==> src/rtl/video_raster_gen.sv <==
// Runtime-programmable raster timing generator: h/v counters, syncs, blanking, active coordinates,
// positional interrupt and flash/frame toggles, with a double-buffered timing set applied at frame start.
module video_raster_gen #(
  parameter int HW      = 10,
  parameter int VW      = 10,
  parameter int FLASH_W = 5
) (
  input  logic          clk,
  input  logic          rst,
  input  logic          ce,
  input  logic          cfg_we,
  input  logic [HW-1:0] cfg_h_total,
  input  logic [HW-1:0] cfg_hs_beg,
  input  logic [HW-1:0] cfg_hs_end,
  input  logic [HW-1:0] cfg_ha_beg,
  input  logic [HW-1:0] cfg_ha_end,
  input  logic [VW-1:0] cfg_v_total,
  input  logic [VW-1:0] cfg_vs_beg,
  input  logic [VW-1:0] cfg_vs_end,
  input  logic [VW-1:0] cfg_va_beg,
  input  logic [VW-1:0] cfg_va_end,
  input  logic [1:0]    cfg_pol,
  input  logic [HW-1:0] int_h,
  input  logic [VW-1:0] int_v,
  input  logic          int_ack,
  output logic [HW-1:0] hcount,
  output logic [VW-1:0] vcount,
  output logic          line_start,
  output logic          frame_start,
  output logic          hsync,
  output logic          vsync,
  output logic          csync,
  output logic          hblank,
  output logic          vblank,
  output logic          de,
  output logic [HW-1:0] x,
  output logic [VW-1:0] y,
  output logic          int_req,
  output logic          cfg_busy,
  output logic          flash,
  output logic          frame
);

  typedef struct packed {
    logic [HW-1:0] h_total;
    logic [HW-1:0] hs_beg;
    logic [HW-1:0] hs_end;
    logic [HW-1:0] ha_beg;
    logic [HW-1:0] ha_end;
    logic [VW-1:0] v_total;
    logic [VW-1:0] vs_beg;
    logic [VW-1:0] vs_end;
    logic [VW-1:0] va_beg;
    logic [VW-1:0] va_end;
    logic [1:0]    pol;
  } timing_t;

  typedef enum logic [1:0] {UNCFG, RUN, PEND} state_t;

  state_t             r_state;
  timing_t            r_act;
  timing_t            r_pend;
  timing_t            w_cfg_in;
  logic [HW-1:0]      r_hcount;
  logic [VW-1:0]      r_vcount;
  logic               r_busy;
  logic               r_hsync, r_vsync, r_csync, r_hblank, r_vblank;
  logic [HW-1:0]      r_x;
  logic [VW-1:0]      r_y;
  logic               r_int;
  logic [FLASH_W-1:0] r_flash;
  logic               w_running;
  logic               w_line_end;
  logic               w_hs_act, w_vs_act, w_ha_act, w_va_act;
  logic               w_int_set;

  assign w_cfg_in = {cfg_h_total, cfg_hs_beg, cfg_hs_end, cfg_ha_beg, cfg_ha_end,
                     cfg_v_total, cfg_vs_beg, cfg_vs_end, cfg_va_beg, cfg_va_end, cfg_pol};

  assign w_running   = (r_state != UNCFG);
  assign w_line_end  = (r_hcount == r_act.h_total);
  assign line_start  = w_running && ce && w_line_end;
  assign frame_start = line_start && (r_vcount == r_act.v_total);

  // beg >= end yields an empty window without special casing
  assign w_hs_act = (r_hcount >= r_act.hs_beg) && (r_hcount < r_act.hs_end);
  assign w_ha_act = (r_hcount >= r_act.ha_beg) && (r_hcount < r_act.ha_end);
  assign w_vs_act = (r_vcount >= r_act.vs_beg) && (r_vcount < r_act.vs_end);
  assign w_va_act = (r_vcount >= r_act.va_beg) && (r_vcount < r_act.va_end);
  assign w_int_set = w_running && ce && (r_hcount == int_h) && (r_vcount == int_v);

  always_ff @(posedge clk or posedge rst) begin
    if (rst) begin
      r_state  <= UNCFG;
      r_act    <= '0;
      r_pend   <= '0;
      r_hcount <= '0;
      r_vcount <= '0;
      r_busy   <= 1'b0;
    end else begin
      case (r_state)
        UNCFG: begin
          if (cfg_we) begin
            r_act   <= w_cfg_in;
            r_state <= RUN;
          end
        end
        RUN, PEND: begin
          if (ce) begin
            if (w_line_end) begin
              r_hcount <= '0;
              r_vcount <= (r_vcount == r_act.v_total) ? '0 : r_vcount + VW'(1);
            end else begin
              r_hcount <= r_hcount + HW'(1);
            end
          end
          // A write coinciding with frame_start applies the older pending set and stays pending
          if (r_state == PEND && frame_start)
            r_act <= r_pend;
          if (cfg_we) begin
            r_pend  <= w_cfg_in;
            r_busy  <= 1'b1;
            r_state <= PEND;
          end else if (r_state == PEND && frame_start) begin
            r_busy  <= 1'b0;
            r_state <= RUN;
          end
        end
        default: r_state <= UNCFG;
      endcase
    end
  end

  always_ff @(posedge clk or posedge rst) begin
    if (rst) begin
      r_hsync  <= 1'b1;
      r_vsync  <= 1'b1;
      r_csync  <= 1'b1;
      r_hblank <= 1'b1;
      r_vblank <= 1'b1;
      r_x      <= '0;
      r_y      <= '0;
    end else if (w_running) begin
      r_hsync  <= ~(w_hs_act ^ r_act.pol[0]);
      r_vsync  <= ~(w_vs_act ^ r_act.pol[1]);
      r_csync  <= ~(w_hs_act ^ w_vs_act);
      r_hblank <= ~w_ha_act;
      r_vblank <= ~w_va_act;
      r_x      <= r_hcount - r_act.ha_beg;
      r_y      <= r_vcount - r_act.va_beg;
    end
  end

  always_ff @(posedge clk or posedge rst) begin
    if (rst) begin
      r_int   <= 1'b0;
      r_flash <= '0;
    end else begin
      if (w_int_set)
        r_int <= 1'b1;
      else if (int_ack)
        r_int <= 1'b0;
      if (frame_start)
        r_flash <= r_flash + FLASH_W'(1);
    end
  end

  assign hcount   = r_hcount;
  assign vcount   = r_vcount;
  assign hsync    = r_hsync;
  assign vsync    = r_vsync;
  assign csync    = r_csync;
  assign hblank   = r_hblank;
  assign vblank   = r_vblank;
  assign de       = ~r_hblank & ~r_vblank;
  assign x        = r_x;
  assign y        = r_y;
  assign int_req  = r_int;
  assign cfg_busy = r_busy;
  assign flash    = r_flash[FLASH_W-1];
  assign frame    = r_flash[0];

endmodule
==> config.mk <==
export PLATFORM = sky130hd
export DESIGN_NAME = video_raster_gen
export DESIGN_NICKNAME = d
export VERILOG_FILES = /design/src/rtl/video_raster_gen.sv
export SDC_FILE = /design/constraint.sdc
export NUM_CORES = 1
export LEC_CHECK = 0
export CAP_MARGIN = 10
export CORE_MARGIN = 3
export CORE_UTILIZATION = 47
export DETAILED_ROUTE_END_ITERATION = 6
export PLACE_DENSITY = 0.7
export SYNTH_ARGS = -nofsm -noshare
export SYNTH_HDL_FRONTEND = slang
export SYNTH_SLANG_ARGS = --single-unit
==> constraint.sdc <==
create_clock -name clk -period 9.5 [get_ports clk]
set_clock_uncertainty 0.15 [all_clocks]
set_input_delay 0.95 -clock clk [delete_from_list [all_inputs] [get_ports clk]]
set_output_delay 0.95 -clock clk [all_outputs]
set_load 0.005 [all_outputs]
==> impl_metrics.ini <==
[clocking]
cts.reportedPaths.clkPinSlew_ps = 60
cts-root-buf = clkbuf_16
cts_resized = 0
post_cts_buffers = 0
cts.sinks = 258
cts_hold_buf = 0
clk_latency_ps = 540
ctsLongestPathBuffers = 3
numCtsBuffers = 28
cts_tree = yes
h-tree-depth = 1

[power_and_ir_drop]
combPwrFrac_pct = 46.4
p_sw_share_pct = 38.7
p_clk_share_pct = 20.5
seq_power_share_pct = 33.1
leakage_nw = 7.62
intPower_mw = 3.55
switchingPower_mw = 2.25
p_per_area_nw_per_um2 = 343
peakVddDrop_v = 0.000215
power.total_mw = 5.80

[worst_setup_path]
cp_max_fo = 6
worstSetupStartpointType = primary input
worstSetupPathType = primary input to output port
worstPathRequired_ps = 8400
endpoint_kind = output port
arrival_ps = 3330

[logic_synthesis]
muxShareOfSynthArea_pct = 8.60
ys_warn_count = 0
synth_edf_count = 0
synth_cells = 1344
synthFlopType = dfrtp_1
ys_ff_latch = 258
ys_seq_area_share_pct = 46.3
avgSynthCellArea_sq_um = 10.4
synth-simple-area-share_pct = 11.8
synthesis.area_sq_um = 13900
synth_nets = 1555
synthXorXnorAreaFrac_pct = 3.95
synth.distinct_cells = 62
synth_fa_ha_area_share_pct = 7.64
async_flop_share_pct = 100
synth_compound_area_share_pct = 16.0
synth_top_family_by_area = compound AO/OA/AOI/OAI gates

[sta]
slew_viol_final = 0
hold_slack_ps = 324
fin_ws_ps = 5070
slew_headroom_pct = 24.4
period_share_pct = 46.6
rsz0062_at_grt = false
worst_pin_slew_ps = 1130
finalSetupViolations = 0
hold_viol_final = 0
post-route-min-period_ps = 4430
max_freq_mhz = 226
setup_tns_ps = 0

[detailed_routing]
finalWirelength_mm = 36.5
ant_nets = 0
routed_via_density = 5.69
drtPass1Iterations = 5
avgRoutedWirePerCell_microns = 19.4
num_vias = 10699
first_iter_violations = 729
drc = 0

[place]
place_area_sq_um = 15900
port_buffers = 178
preCtsSetupSlack_ps = 4750
dp_hpwl_mm = 24.4
routabilityCongestion = 0.814
dpl.cell_count = 1829

[global_routing]
grt_pass1_vias = 10593
grt_pass1_wl_mm = 57.0
overflow = 0
antenna_found_initial = 0
grt_max_degree = 130
track_usage_pct = 22.5

[floorplanning]
num_rows = 62
core_region_area_sq_um = 29000
dieArea_sq_um = 31800
die_w_microns = 178
initial_core_util_pct = 48.1
die_y_microns = 178
boundaryPins = 179

[cells_and_area]
diodes = 0
nets = 1686
instances_no_fill = 1881
area_growth_pct = 21.1
final_util_pct = 58.2
drive_gt1_share_pct = 14.3
final_cell_area_sq_um = 16900

[flow_run]
drv_cap = 0

[hold_path]
min_path_type = register to register

[run_status]
status = complete, no violations
[critical path: stages]
cell	delay [ps]
clkdlybuf4s50_1	550
nor2b_1	340
inv_1	130
nor4_4	490
and2_1	320
clkdlybuf4s50_1	550
[cells in the final DEF, fill, tap and decap left out, types with 15 or more instances in the layout]
master             n
a31oi_1           17
o21ai_0           66
nor2_1            25
dfrtp_1          253
o22ai_2           31
clkbuf_16         29
mux2_2           103
ha_1              81
xnor2_1           43
nand4_1           16
nand3_1           15
and3_1            90
clkdlybuf4s50_1  178
inv_1             94
a21oi_1          115
o22ai_1           52
xor2_1            18
nand2_1          106
[power groups by stage]
stage / Sequential (mW) / Clock (mW) / Combinational (mW)
after floorplan: 1.84 / 0 / 2.05
after global placement: 1.90 / 0 / 2.62
after detailed placement: 1.93 / 0 / 2.69
after CTS: 1.91 / 1.21 / 2.71
after global routing: 1.97 / 1.25 / 3.00
final: 1.92 / 1.19 / 2.69
[final cells by class]
class                           count  area, sq um
Clock inverter                     14          229
Fill cell                        2513        12100
Multi-Input combinational cell    904         6710
Sequential cell                   258         6460
Clock buffer                       38          790
Timing Repair Buffer              187         1850
Inverter                           96          368
Tap cell                          384          480
[registers in the layout (all words and copies together) (netlist names), 2 cells and up]
register / flops
hcount: 10
r_act: 102
vcount: 10
y: 10
r_pend: 102
x: 10
r_flash: 5
r_state: 2
[cells in the mapped netlist, drive strengths merged, types with 3 or more instances]
cell / count / share of area, %
o22ai: 83 / 5.1
xor2: 18 / 1.1
a31oi: 17 / 0.76
dfrtp: 253 / 45
mux2i: 4 / 0.29
nor2b: 9 / 0.40
nand4: 18 / 0.90
o31ai: 9 / 0.48
xnor2: 44 / 2.8
nor2: 25 / 0.67
o41ai: 3 / 0.30
and2: 3 / 0.15
inv: 96 / 2.6
ha: 82 / 7.4
dfstp: 5 / 0.94
a211oi: 5 / 0.27
a221oi: 4 / 0.25
mux2: 103 / 8.3
nor3: 11 / 0.43
nand2b: 12 / 0.54
nand2: 107 / 2.9
a21oi: 116 / 4.2
a21o: 11 / 0.59
and3: 90 / 4.0
nor4: 7 / 0.64
o21a: 3 / 0.16
o21ai: 77 / 2.8
clkbuf: 54 / 1.5
buf: 32 / 1.6
nand3: 16 / 0.66
[kinds of logic after synthesis]
group           Yosys count
compound gates          345
simple gates            306
flops                   258
buf+inv                 182
mux                     107
fa+ha+maj                84
xor+xnor                 62
[worst paths after layout]
kind                                              from                endpoint  slack (ps)  cells past startpoint
worst max-delay path                                ce             frame_start        5070                      6
max in group asynchronous                          rst        x[0]$_DFFE_PP0N_        6750                      3
worst min-delay path            r_flash[4]$_DFFE_PP0P_  r_flash[4]$_DFFE_PP0P_         320                      1
worst max register to register   vcount[3]$_DFFE_PP0P_   r_act[24]$_DFFE_PP0P_        5170                      7
worst min register to register  r_flash[4]$_DFFE_PP0P_  r_flash[4]$_DFFE_PP0P_         320                      1
min in group asynchronous                          rst  r_pend[67]$_DFFE_PP0P_         800                      2
[layer usage]
layer | track usage [%] | wire length (microns) | up-vias
met2 | 35.5 | 16800 | 329
met3 | 2.83 | 2240 | 50
met5 | 0 | 0 | -
li1 | - | - | 5046
met1 | 33.1 | 16800 | 5274
met4 | 5.32 | 714 | 0
Note: power is estimated with default switching activity, not from simulation.
